## src/rtl/seq_detect_param.sv

```systemverilog
// seq_detect_param: parametrised serial bit-sequence detector (Mealy FSM).
// State counts how many leading pattern bits are currently matched. Mismatch
// fallbacks are computed at elaboration with a KMP-style function, so any
// PATTERN works without hand coding.
// Optional feature: define SEQDET_MATCH_CNT_EN to build the saturating match
// counter; without it match_cnt is tied to zero.
module seq_detect_param #(
    parameter int                 SEQ_LEN = 4,
    parameter logic [SEQ_LEN-1:0] PATTERN = 4'b1101,
    parameter int                 CNT_W   = 8
) (
    input  logic             clk,
    input  logic             rst,
    input  logic             clr,
    input  logic             in_valid,
    input  logic             in,
    input  logic             overlap,
    output logic             out,
    output logic             out_q,
    output logic [CNT_W-1:0] match_cnt
);

    localparam int SW = $clog2(SEQ_LEN);
    localparam logic [SW-1:0] LAST = SW'(SEQ_LEN - 1);

    // Pattern bit at position idx counted from the first bit received.
    function automatic logic pbit(input int idx);
        logic [SEQ_LEN-1:0] t;
        t = PATTERN >> (SEQ_LEN - 1 - idx);
        return t[0];
    endfunction

    // Longest suffix of (first s pattern bits + b) that is a proper prefix
    // of PATTERN. With s = SEQ_LEN-1 and b = last pattern bit this yields the
    // longest proper border, i.e. the resume state for overlapping mode.
    function automatic logic [SW-1:0] kmp_next(input int s, input logic b);
        int   best;
        int   j;
        logic ok;
        logic cb;
        best = 0;
        for (int k = 1; k < SEQ_LEN; k++) begin
            if (k <= s + 1) begin
                ok = 1'b1;
                for (int i = 0; i < k; i++) begin
                    j  = s + 1 - k + i;
                    cb = (j == s) ? b : pbit(j);
                    if (cb != pbit(i)) ok = 1'b0;
                end
                if (ok) best = k;
            end
        end
        return SW'(best);
    endfunction

    localparam logic [SW-1:0] OVL_STATE = kmp_next(SEQ_LEN - 1, PATTERN[0]);

    logic [SW-1:0] state_q;
    logic [SW-1:0] state_d;
    logic          state_ok;
    logic [SW-1:0] nxt0 [SEQ_LEN];
    logic [SW-1:0] nxt1 [SEQ_LEN];

    // Constant transition tables, one entry per legal state and input bit.
    for (genvar g = 0; g < SEQ_LEN; g++) begin : g_tbl
        assign nxt0[g] = kmp_next(g, 1'b0);
        assign nxt1[g] = kmp_next(g, 1'b1);
    end

    // Encodings at or above SEQ_LEN are illegal and recover to state 0.
    if ((2 ** SW) == SEQ_LEN) begin : g_full_enc
        assign state_ok = 1'b1;
    end else begin : g_part_enc
        assign state_ok = (state_q < SW'(SEQ_LEN));
    end

    // State register.
    always_ff @(posedge clk or negedge rst) begin
        if (!rst) state_q <= '0;
        else      state_q <= state_d;
    end

    // Next state: clear wins, gaps hold, matches resume per overlap mode.
    always_comb begin
        state_d = state_q;
        if (clr || !state_ok) begin
            state_d = '0;
        end else if (in_valid) begin
            if (out)     state_d = overlap ? OVL_STATE : '0;
            else if (in) state_d = nxt1[state_q];
            else         state_d = nxt0[state_q];
        end
    end

    // Mealy match flag: last pattern bit presented on a qualified cycle.
    always_comb begin
        out = 1'b0;
        if (rst && !clr && in_valid && state_q == LAST && in == PATTERN[0])
            out = 1'b1;
    end

    // Registered copy of the match flag (out is already 0 under clr).
    always_ff @(posedge clk or negedge rst) begin
        if (!rst) out_q <= 1'b0;
        else      out_q <= out;
    end

`ifdef SEQDET_MATCH_CNT_EN
    logic [CNT_W-1:0] cnt_q;
    logic [CNT_W-1:0] cnt_d;

    // Saturating match count, zeroed by clear.
    always_comb begin
        cnt_d = cnt_q;
        if (clr)                      cnt_d = '0;
        else if (out && cnt_q != '1)  cnt_d = cnt_q + CNT_W'(1);
    end

    // Counter register.
    always_ff @(posedge clk or negedge rst) begin
        if (!rst) cnt_q <= '0;
        else      cnt_q <= cnt_d;
    end

    assign match_cnt = cnt_q;
`else
    assign match_cnt = '0;
`endif

endmodule

```

## config.mk

```make
export PLATFORM = sky130hd
export DESIGN_NAME = seq_detect_param
export DESIGN_NICKNAME = d
export VERILOG_FILES = /design/src/rtl/seq_detect_param.sv
export SDC_FILE = /design/constraint.sdc
export NUM_CORES = 1
export LEC_CHECK = 0
export CAP_MARGIN = 10
export CORE_AREA = 2 2 39 41
export CTS_CLUSTER_SIZE = 10
export DETAILED_ROUTE_END_ITERATION = 6
export DIE_AREA = 0 0 41 43
export GPL_ROUTABILITY_DRIVEN = 0
export GPL_TIMING_DRIVEN = 0
export SYNTH_ARGS = -nofsm -noshare
export SYNTH_HDL_FRONTEND = slang
export SYNTH_SLANG_ARGS = --single-unit
```

## constraint.sdc

```tcl
create_clock -name clk -period 2.91 [get_ports clk]
set_input_delay 0.582 -clock clk [delete_from_list [all_inputs] [get_ports clk]]
set_output_delay 0.582 -clock clk [all_outputs]
set_load 0.1 [all_outputs]
```

==> flow_metrics.tcl <==
set metrics [dict create \
    status "finished clean" \
    cp-end-kind "output port" \
    internal_power_uw 114 \
    synth_seq_cells 3 \
    n_antenna_cell 0 \
    avgSynthCellArea_um2 8.83 \
    vias 252 \
    path_delay_family "buffers and inverters" \
    io_buffer_count 7 \
    r2r_end "state_q[0]" \
    grt_max_degree 8 \
    switchingPower_uw 76.4 \
    initial_core_util 0.211 \
    clock_skew_ns 0.00113 \
    grt_pass1_wl_um 876 \
    cts_sinks 3 \
    synth_area_um2 292 \
    core_area_um2 1380 \
    root_buffer "clkbuf_4" \
    hold_buffers 0 \
    cp_slowest_cell "clkdlybuf4s15_2" \
    routedWlPerCell_um 7.60 \
    slew_headroom 0.359 \
    h-tree-depth 1 \
    cts_tree "yes" \
    wirelength_um 509 \
    clockPowerShare 0.371 \
    yosysWarnings 0 \
    min_path_type "input port to async pin" \
    start_kind "input port" \
    die_x_um 41 \
    hold_viol 0 \
    drtIter0Drc 5 \
    tightest_slew_ns 0.958 \
    setup_viol 0 \
    power_density_nw_per_um2 433 \
    pwr-share-comb 0.394 \
    layoutNonFillerInstCount 67 \
    crit_required_ns 2.33 \
    multi_input_area_um2 173 \
    std_cell_rows 14 \
    p_seq_frac 0.236 \
    syn_to_final_growth_pct 51.1 \
    arrival_ns 2.12 \
    r2r-start "state_q[1]" \
    sw_frac_of_total 0.401 \
    netlist.area_leader.share 0.258 \
    grt-ovfl-total 0 \
    seqCellArea_um2 75.1 \
    cp.buffers_inverters 2 \
    vias_per_cell 3.76 \
    dieArea_um2 1760 \
    cts.clk_slew.worst_paths_ns 0.04 \
    peakVddDrop_v 0.000227 \
    drtAntennaViolNets 0 \
    ys_seq_area_frac 0.258 \
    placedCellCount 63 \
    cap_violations 0 \
    grt_use_total 0.0755 \
    p_leak_nw 0.214 \
    clock_latency_ns 0.23 \
    fill_cells 156 \
    grt_pass1_vias 213 \
    ys_top_cells_by_area "dfrtp_1 (26%), buf_4 (21%), ha_1 (13%)" \
    timing.fmax_mhz 370 \
    clock_path_buffers 2 \
    r2r_slack_ns 1.45 \
    rr_worst_depth 4 \
    drive_above_1_share 0.294 \
    io_pins 16 \
    rsz0062_at_grt "no" \
    ys_types 18 \
    finalNetCount 61 \
    finalHoldWorstSlack_ns 0.555 \
    fin_crit_sh 0.929 \
    drv_slew 0 \
    final_core_utilization 0.318 \
    cts_made_buffers 3 \
    fin_crit_ns 2.70 \
    power_uw 191 \
    cpPeakStageDelay_ns 0.58 \
    die_h_um 43 \
    cp_max_fo 6 \
    syn_inst 33 \
    drtPass1Iterations 3 \
    antenna_found_initial 0 \
    route.detailed.drc 0 \
    cp_cell_sequence "clkdlybuf4s50_1, nand2_1, nor3_2, clkdlybuf4s15_2" \
    crit_type "input port to output port" \
    yosysTopAreaCell "dfrtp_1" \
]
[layer usage]
layer,global-route usage,up-vias,wire length [um]
met5,0,-,0
met4,0.0600,0,0
met3,0.0314,0,16
met2,0.0938,5,249
met1,0.0971,114,243
li1,-,133,-
[power by group through the flow]
stage | clock network, mW | registers [mW] | logic [mW]
2_1_floorplan | 0 | 0.0451 | 0.0630
3_3_place_gp | 0 | 0.0455 | 0.0744
3_5_place_dp | 0 | 0.0455 | 0.0749
4_1_cts | 0.0729 | 0.0450 | 0.0750
5_1_grt | 0.0827 | 0.0451 | 0.0791
6_report | 0.0706 | 0.0449 | 0.0751
[synth_stat cells]
library cell and n:
buf_4 8, inv_1 4, dfrtp_1 3, ha_1 3, nand2_1 2, a21oi_1 1, a311o_1 1, a31oi_1 1
conb_1 1, mux2_2 1, mux2i_1 1, nand2_2 1, nand2b_1 1, nor3_1 1, nor4_1 1, o311ai_0 1
o31a_1 1, o32ai_1 1
[worst reg2reg max path, delay by kind of cell (launching register included)]
family          cells  cell delay [ns]
compound gates      2             0.63
flops               1             0.42
fa+ha+maj           1             0.17
simple gates        1             0.13
[sequential cells by signal, indices dropped and copies added (netlist names)]
register / count
state_q: 2
out_q: 1
[stage by stage]
stage,cell area [um2],setup TNS (ns),worst slack (ns)
after floorplan,323,0,0.395
after global placement,413,-0.370,-0.370
after detailed placement,413,-0.389,-0.389
after CTS,440,0,0.170
after global routing,440,0,0.0865
final,440,0,0.206
[cell type report]
class                      instances  share of cell area
multi-input combinational         25               0.392
tap                               16              0.0455
inverter                           4              0.0341
timing repair buffer               7               0.162
clock buffer                       4              0.0597
sequential                         3               0.170
buffer                             8               0.136
[placed cells by master (no fill, tap or decap), types with 2 or more instances in the layout]
master,synthesis,final
buf_4,8,8
clkbuf_4,0,3
clkdlybuf4s50_1,0,6
conb_1,1,8
dfrtp_1,3,3
ha_1,3,3
inv_1,4,4
nand2_1,2,2
[timing repair]
| item | 4_1_cts | 5_1_grt |
|---|---|---|
| gates resized for setup | 3 | 0 |
| buffers inserted | 0 | 0 |
| setup endpoints to repair | 1 | 0 |
[kinds of logic after synthesis]
kind of cell,Yosys count,share of synthesized area
AND/OR/NAND/NOR,6,0.107
other,1,0.0129
multiplexers,2,0.0730
adder cells (fa/ha/maj),3,0.129
flip-flops,3,0.258
AO/OA/AOI/OAI,6,0.163
buffers and inverters,12,0.258
[worst max path at each step]
stage | slack (ns) | cells after the start | from | end
after global placement | -0.37 | 4 | rst | out
final | 0.21 | 4 | rst | out
after floorplan | 0.39 | 2 | rst | out
after global routing | 0.09 | 4 | rst | out
after detailed placement | -0.39 | 4 | rst | out
after CTS | 0.17 | 4 | rst | out
(Power assumes the default switching activity.)
